===== src/rtl/slow_xfer_pkg.sv =====
// Shared defaults and width helpers for the fast-to-slow transfer bridge.
package slow_xfer_pkg;

    localparam int DATA_W_DEF = 64;
    localparam int DEPTH_DEF  = 8;

    // Pointer width; kept at least 1 so degenerate depths still elaborate.
    function automatic int addr_width(input int depth);
        return (depth < 2) ? 1 : $clog2(depth);
    endfunction

    // Occupancy needs one extra bit to represent the completely full state.
    function automatic int cnt_width(input int depth);
        return addr_width(depth) + 1;
    endfunction

    typedef struct packed {
        logic rise;
        logic fall;
    } slow_edge_t;

endpackage


===== src/rtl/xfer_sync_fifo.sv =====
// Single-clock FIFO with naturally wrapping pointers and an explicit occupancy count.
module xfer_sync_fifo
    import slow_xfer_pkg::*;
#(
    parameter int DATA_W = DATA_W_DEF,
    parameter int DEPTH  = DEPTH_DEF,
    parameter int CNT_W  = cnt_width(DEPTH)
) (
    input  logic              clk,
    input  logic              reset,
    input  logic              push,
    input  logic [DATA_W-1:0] push_data,
    input  logic              pop,
    output logic [DATA_W-1:0] pop_data,
    output logic              full,
    output logic              empty,
    output logic [CNT_W-1:0]  count
);

    localparam int AW = addr_width(DEPTH);

    logic [DATA_W-1:0] mem [DEPTH];
    logic [AW-1:0]     wr_ptr_reg;
    logic [AW-1:0]     rd_ptr_reg;
    logic [CNT_W-1:0]  count_reg;
    logic [CNT_W-1:0]  count_next;
    logic              push_ok;
    logic              pop_ok;

    assign full    = (count_reg == CNT_W'(DEPTH));
    assign empty   = (count_reg == '0);
    assign push_ok = push & ~full;
    assign pop_ok  = pop & ~empty;

    always_comb begin
        count_next = count_reg;
        case ({push_ok, pop_ok})
            2'b10:   count_next = count_reg + CNT_W'(1);
            2'b01:   count_next = count_reg - CNT_W'(1);
            default: count_next = count_reg;
        endcase
    end

    // Storage carries no reset so it maps onto memory primitives.
    always_ff @(posedge clk) begin
        if (push_ok) begin
            mem[wr_ptr_reg] <= push_data;
        end
    end

    always_ff @(posedge clk) begin
        if (reset) begin
            wr_ptr_reg <= '0;
            rd_ptr_reg <= '0;
            count_reg  <= '0;
        end else begin
            if (push_ok) begin
                wr_ptr_reg <= wr_ptr_reg + AW'(1);
            end
            if (pop_ok) begin
                rd_ptr_reg <= rd_ptr_reg + AW'(1);
            end
            count_reg <= count_next;
        end
    end

    // Head word is always visible so the consumer can capture it on the pop edge.
    assign pop_data = mem[rd_ptr_reg];
    assign count    = count_reg;

endmodule


===== src/rtl/slow_clk_xfer.sv =====
// Buffers fast-clock words and presents them one per slow_clk period, updating
// only on the clk cycle after each detected slow_clk rising edge.
module slow_clk_xfer
    import slow_xfer_pkg::*;
#(
    parameter int DATA_W = DATA_W_DEF,
    parameter int DEPTH  = DEPTH_DEF,
    parameter int CNT_W  = cnt_width(DEPTH)
) (
    input  logic              clk,
    input  logic              reset,
    input  logic              slow_clk,
    input  logic              wr_valid,
    output logic              wr_ready,
    input  logic [DATA_W-1:0] wr_data,
    output logic              out_valid,
    output logic [DATA_W-1:0] out_data,
    input  logic              out_ready,
    output logic              slow_rise,
    output logic              slow_fall,
    output logic [CNT_W-1:0]  fifo_cnt
);

    logic              slow_d_reg;
    slow_edge_t        edge_det;
    logic              fifo_full;
    logic              fifo_empty;
    logic              fifo_pop;
    logic [DATA_W-1:0] fifo_head;
    logic              out_valid_reg;
    logic              out_valid_next;
    logic [DATA_W-1:0] out_data_reg;
    logic [DATA_W-1:0] out_data_next;

    // slow_clk is a register in this clock domain, so it is sampled directly.
    // Resetting the delay to 1 suppresses a false rise when slow_clk is high at release.
    always_ff @(posedge clk) begin
        if (reset) begin
            slow_d_reg <= 1'b1;
        end else begin
            slow_d_reg <= slow_clk;
        end
    end

    assign edge_det.rise = slow_clk & ~slow_d_reg;
    assign edge_det.fall = ~slow_clk & slow_d_reg;
    assign slow_rise     = edge_det.rise;
    assign slow_fall     = edge_det.fall;

    // Pop only on a rise, and only when the output stage is empty or being drained.
    assign fifo_pop = edge_det.rise & ~fifo_empty & (~out_valid_reg | out_ready);

    xfer_sync_fifo #(
        .DATA_W (DATA_W),
        .DEPTH  (DEPTH),
        .CNT_W  (CNT_W)
    ) u_fifo (
        .clk       (clk),
        .reset     (reset),
        .push      (wr_valid),
        .push_data (wr_data),
        .pop       (fifo_pop),
        .pop_data  (fifo_head),
        .full      (fifo_full),
        .empty     (fifo_empty),
        .count     (fifo_cnt)
    );

    always_comb begin
        out_valid_next = out_valid_reg;
        out_data_next  = out_data_reg;
        if (fifo_pop) begin
            out_valid_next = 1'b1;
            out_data_next  = fifo_head;
        end else if (edge_det.rise && out_valid_reg && out_ready) begin
            out_valid_next = 1'b0;
        end
    end

    always_ff @(posedge clk) begin
        if (reset) begin
            out_valid_reg <= 1'b0;
            out_data_reg  <= '0;
        end else begin
            out_valid_reg <= out_valid_next;
            out_data_reg  <= out_data_next;
        end
    end

    assign wr_ready  = ~fifo_full;
    assign out_valid = out_valid_reg;
    assign out_data  = out_data_reg;

endmodule


===== config.mk =====
export PLATFORM = sky130hd
export DESIGN_NAME = slow_clk_xfer
export DESIGN_NICKNAME = d
export VERILOG_FILES = /design/src/rtl/slow_xfer_pkg.sv /design/src/rtl/xfer_sync_fifo.sv /design/src/rtl/slow_clk_xfer.sv
export SDC_FILE = /design/constraint.sdc
export NUM_CORES = 1
export LEC_CHECK = 0
export CELL_PAD_IN_SITES_DETAIL_PLACEMENT = 0
export CELL_PAD_IN_SITES_GLOBAL_PLACEMENT = 1
export CORE_MARGIN = 2
export CORE_UTILIZATION = 52
export CTS_BUF_LIST = sky130_fd_sc_hd__clkbuf_8 sky130_fd_sc_hd__clkbuf_16
export DETAILED_ROUTE_END_ITERATION = 10
export PLACE_DENSITY = 0.89
export SYNTH_ARGS = -nofsm -noshare
export SYNTH_HDL_FRONTEND = slang
export SYNTH_HIERARCHICAL = 1
export SYNTH_SLANG_ARGS = --single-unit

===== constraint.sdc =====
create_clock -name clk -period 8.95 [get_ports clk]
set_input_delay 0.895 -clock clk [delete_from_list [all_inputs] [get_ports clk]]
set_output_delay 0.895 -clock clk [all_outputs]
set_load 0.005 [all_outputs]

==> metrics.md <==
| Metric | Value |
|---|---|
| Max Clock Skew | `between 0.015 and 0.02 ns` |
| Via-to-Cell Ratio | `5.635` |
| Sum of routed wire length over all layers | `approximately 44 mm` |
| Post-synthesis register bit count | `approximately 590` |
| Fraction of the yosys area taken by sequential cells | `about three quarters` |
| Number of nets in the finished design | `around 1300` |
| Final setup violating endpoints | `0` |
| Capturing point of the worst reg2reg path | `u_fifo/count[3]` |
| Setup Slack @ Placement | `between 4 and 5 ns` |
| Cell depth of the worst min-delay path | `2` |
| Count of synthesis-stage warnings from yosys | `6` |
| Beginning of the critical path | `slow_clk` |
| Setup WS post-layout | `roughly 5.5 ns` |
| Synth top area share | `between 60% and 70%` |
| Core region area | `around 0.043 mm2` |
| Number of buffers inserted to repair setup after CTS | `0` |
| PortBufs | `140` |
| Wire length of the first global-routing pass | `~67 mm` |
| Peak supply drop | `143.7 uV` |
| Cell count of the worst reg-to-reg path | `9` |
| Post-synthesis instance area | `approximately 0.023 mm2` |
| Number of antenna violations at the first check in global routing | `5` |
| Synthesized Nets | `approximately 1200` |
| Die height | `213.8 um` |
| Critical Setup Path Class | `input port to flop` |
| Number of H-tree branching levels | `2` |
| Syn-to-layout area delta | `16.31%` |
| TritonCTS sink count | `a little under 600` |
| Routed vias | `~11000` |
| Final-report max-slew violation count | `0` |
| Average routed wire per standard cell | `~23 um` |
| Largest register FFs | `between 500 and 600` |
| Worst Tran Pin Value | `1.152 ns` |
| Min-Delay Endpoint | `out_data[57]` |
| Largest net degree at the start of global routing | `slightly above 80` |
| Grt total ovfl | `0` |
| Buffer type at the clock tree root | `sky130_fd_sc_hd__clkbuf_16` |
| Max Freq | `a little under 300 MHz` |
| Final total negative setup slack | `0 ns` |
| Syn avg cell area | `around 21 um2` |
| Drt initial violations | `roughly 790` |
| Die boundary width | `~210 um` |
| DRC Markers | `0` |
| Dominant cells by area after synthesis | `sky130_fd_sc_hd__edfxtp_1 (67%), sky130_fd_sc_hd__mux4_2 (13%), sky130_fd_sc_hd__dfxtp_1 (6.9%)` |
| Clock tree from TritonCTS | `done` |
| Required @ worst endpoint | `between 9 and 10 ns` |
| DRT antenna net count | `0` |
| Number of gates given a new drive strength after cts | `0` |
| Number of clock buffers inserted by TritonCTS | `55` |
| Top library cells by usage in the layout, fill and taps aside | `sky130_fd_sc_hd__edfxtp_1 (512), sky130_fd_sc_hd__clkdlybuf4s50_1 (139), sky130_fd_sc_hd__nand2b_1 (131)` |
| Peak fanout along the critical path | `28` |
| Total GRT Usage | `between 10% and 20%` |
| Static leakage power | `slightly above 8 nW` |
| Number of buffers on the longest clock path | `3` |
| Worst reg-to-reg setup slack | `around 5.7 ns` |
| Final non-filler cell total | `about 1900` |
| Startpoint of the worst-slack reg-to-reg timing path | `u_fifo/count[1]` |
| Post-layout minimum cycle time | `approximately 3.4 ns` |
| Type of the worst min-delay path | `flop to flop` |
| Cell Rows | `76` |
| Fraction of layout cells with a size suffix above 1 | `about a quarter` |
| Leading cell type in the layout, fill and taps excluded | `sky130_fd_sc_hd__edfxtp_1` |
| Launch point of the worst hold path | `out_data[57]` |
| Via count of the first global-routing pass | `11280` |
| Number of library cell types mapped by synthesis | `36` |
| Total of hold buffers inserted after clock tree synthesis | `0` |
| Maximum Capacitance Violations | `0` |
| DP Cell Count | `about 1800` |
| Type of element launching the critical path | `input port` |
| Post-synthesis cell count | `approximately 1100` |
| PnR Total Power | `between 5 and 6 mW` |
| Period Utilization, post-route | `approximately two fifths` |
| Headroom to the max-slew limit | `between 20% and 30%` |
| Cell type with the largest total area after synthesis | `sky130_fd_sc_hd__edfxtp_1` |
| Die footprint | `around 0.046 mm2` |
| Final hold violations | `0` |
| Initial core utilization | `a little over half` |
| Number of top-level pins | `141` |
| Crit. End Element | `flop` |
| Final hold slack | `around 0.47 ns` |
| Result of the run | `finished clean` |
| Clk_lat worst skew | `roughly 0.60 ns` |
| GP Congestion | `0.7219` |
| Worst Path Arrival | `3.89 ns` |
| Number of optimization iterations in the first detailed-route pass | `5` |
| Clock-pin slew on the worst setup and hold paths | `0.06 ns` |
| Unrepaired setup endpoints after global routing | `no` |
| Power Dens Cells | `between 200 and 250 mW/mm2` |
| Detail Placement HPWL | `roughly 24 mm` |
==> synthesized netlist by cell type <==
cell type,number
sky130_fd_sc_hd__o21ai_0,1
sky130_fd_sc_hd__buf_6,12
sky130_fd_sc_hd__xnor2_1,1
sky130_fd_sc_hd__nand2_1,4
sky130_fd_sc_hd__nor4b_1,1
sky130_fd_sc_hd__a21oi_1,3
sky130_fd_sc_hd__nor2_1,13
sky130_fd_sc_hd__buf_12,6
sky130_fd_sc_hd__or2_1,1
sky130_fd_sc_hd__nor4_1,2
sky130_fd_sc_hd__edfxtp_1,512
sky130_fd_sc_hd__clkbuf_1,25
sky130_fd_sc_hd__mux2_2,66
sky130_fd_sc_hd__nand2_4,1
sky130_fd_sc_hd__dfxtp_1,79
sky130_fd_sc_hd__xor2_1,6
sky130_fd_sc_hd__buf_4,4
sky130_fd_sc_hd__inv_1,3
sky130_fd_sc_hd__and3_1,1
sky130_fd_sc_hd__o41ai_1,1
sky130_fd_sc_hd__nand3_1,3
sky130_fd_sc_hd__mux2i_1,66
sky130_fd_sc_hd__o41a_1,1
sky130_fd_sc_hd__or4b_1,1
sky130_fd_sc_hd__ha_1,5
sky130_fd_sc_hd__nand3b_1,1
sky130_fd_sc_hd__buf_1,9
sky130_fd_sc_hd__nor2b_4,1
sky130_fd_sc_hd__a22oi_1,1
sky130_fd_sc_hd__mux4_2,128
sky130_fd_sc_hd__or3_1,1
sky130_fd_sc_hd__nand2b_1,131
sky130_fd_sc_hd__nor2b_1,2
sky130_fd_sc_hd__nor3_1,5
sky130_fd_sc_hd__a41oi_1,1
sky130_fd_sc_hd__buf_2,5
==> cell type report <==
type | count | area, um2
antenna | 3 | 7.507
tap | 585 | 732.0
fill | 2941 | 16640
clock buffer | 69 | 1592
inverter | 3 | 11.26
sequential | 591 | 16970
multi-input combinational | 448 | 5539
clock inverter | 34 | 226.5
timing repair buffer | 160 | 1549
==> metal layers <==
layer / wire length (um) / vias to the layer above / share of wire [%] / GRT usage (%)
met2: 21790 / 281 / 50 / 32.78
met4: 1246 / 6 / 2.8 / 6.681
li1: - / 4710 / - / -
met5: 44 / - / 0.10 / 0
met1: 18390 / 5586 / 42 / 26.66
met3: 2348 / 85 / 5.4 / 4.277
==> per-stage QoR <==
step | util [%] | area [um2]
floorplan | - | 22890
global placement | 57.32 | 24800
detailed placement | 57.32 | 24800
CTS | 61.52 | 26620
global route | 61.53 | 26620
finish | 61.54 | 26620
==> worst max-delay path, cell delays in order <==
cell                              delay [ns]
sky130_fd_sc_hd__clkdlybuf4s50_1        0.52
sky130_fd_sc_hd__nor2b_4                0.18
sky130_fd_sc_hd__and3_4                 0.56
sky130_fd_sc_hd__o41a_1                 0.40
sky130_fd_sc_hd__ha_1                   0.32
sky130_fd_sc_hd__nand2_1                0.09
sky130_fd_sc_hd__mux2_2                 0.28
sky130_fd_sc_hd__o41ai_1                0.28
sky130_fd_sc_hd__mux2_2                 0.37
==> logic make-up (layout without fill, tap and decap cells) <==
group / Yosys count / count (layout) / share of synthesized area (%)
other: 0 / 3 / 0
flip-flops: 591 / 591 / 74.07
buffers and inverters: 64 / 266 / 1.962
XOR/XNOR: 7 / 7 / 0.2678
AO/OA/AOI/OAI: 8 / 8 / 0.2460
adder cells (fa/ha/maj): 5 / 5 / 0.2733
multiplexers: 260 / 260 / 18.73
AND/OR/NAND/NOR: 168 / 168 / 4.449
==> where the power goes <==
part	total (mW)	leakage [nW]	internal (mW)	switching, mW
Clock	2.29	0.963	1.33	0.961
Combinational	0.269	2.06	0.133	0.136
Sequential	3.09	5.29	3.06	0.0250
==> worst max path at each step <==
stage / endpoint / depth (start not counted)
floorplan: u_fifo/mem[0][0] / 2
global placement: u_fifo/count[3] / 9
detailed placement: u_fifo/count[3] / 9
CTS: u_fifo/count[3] / 9
global route: u_fifo/count[3] / 9
finish: u_fifo/count[3] / 9
(Power assumes the default switching activity.)
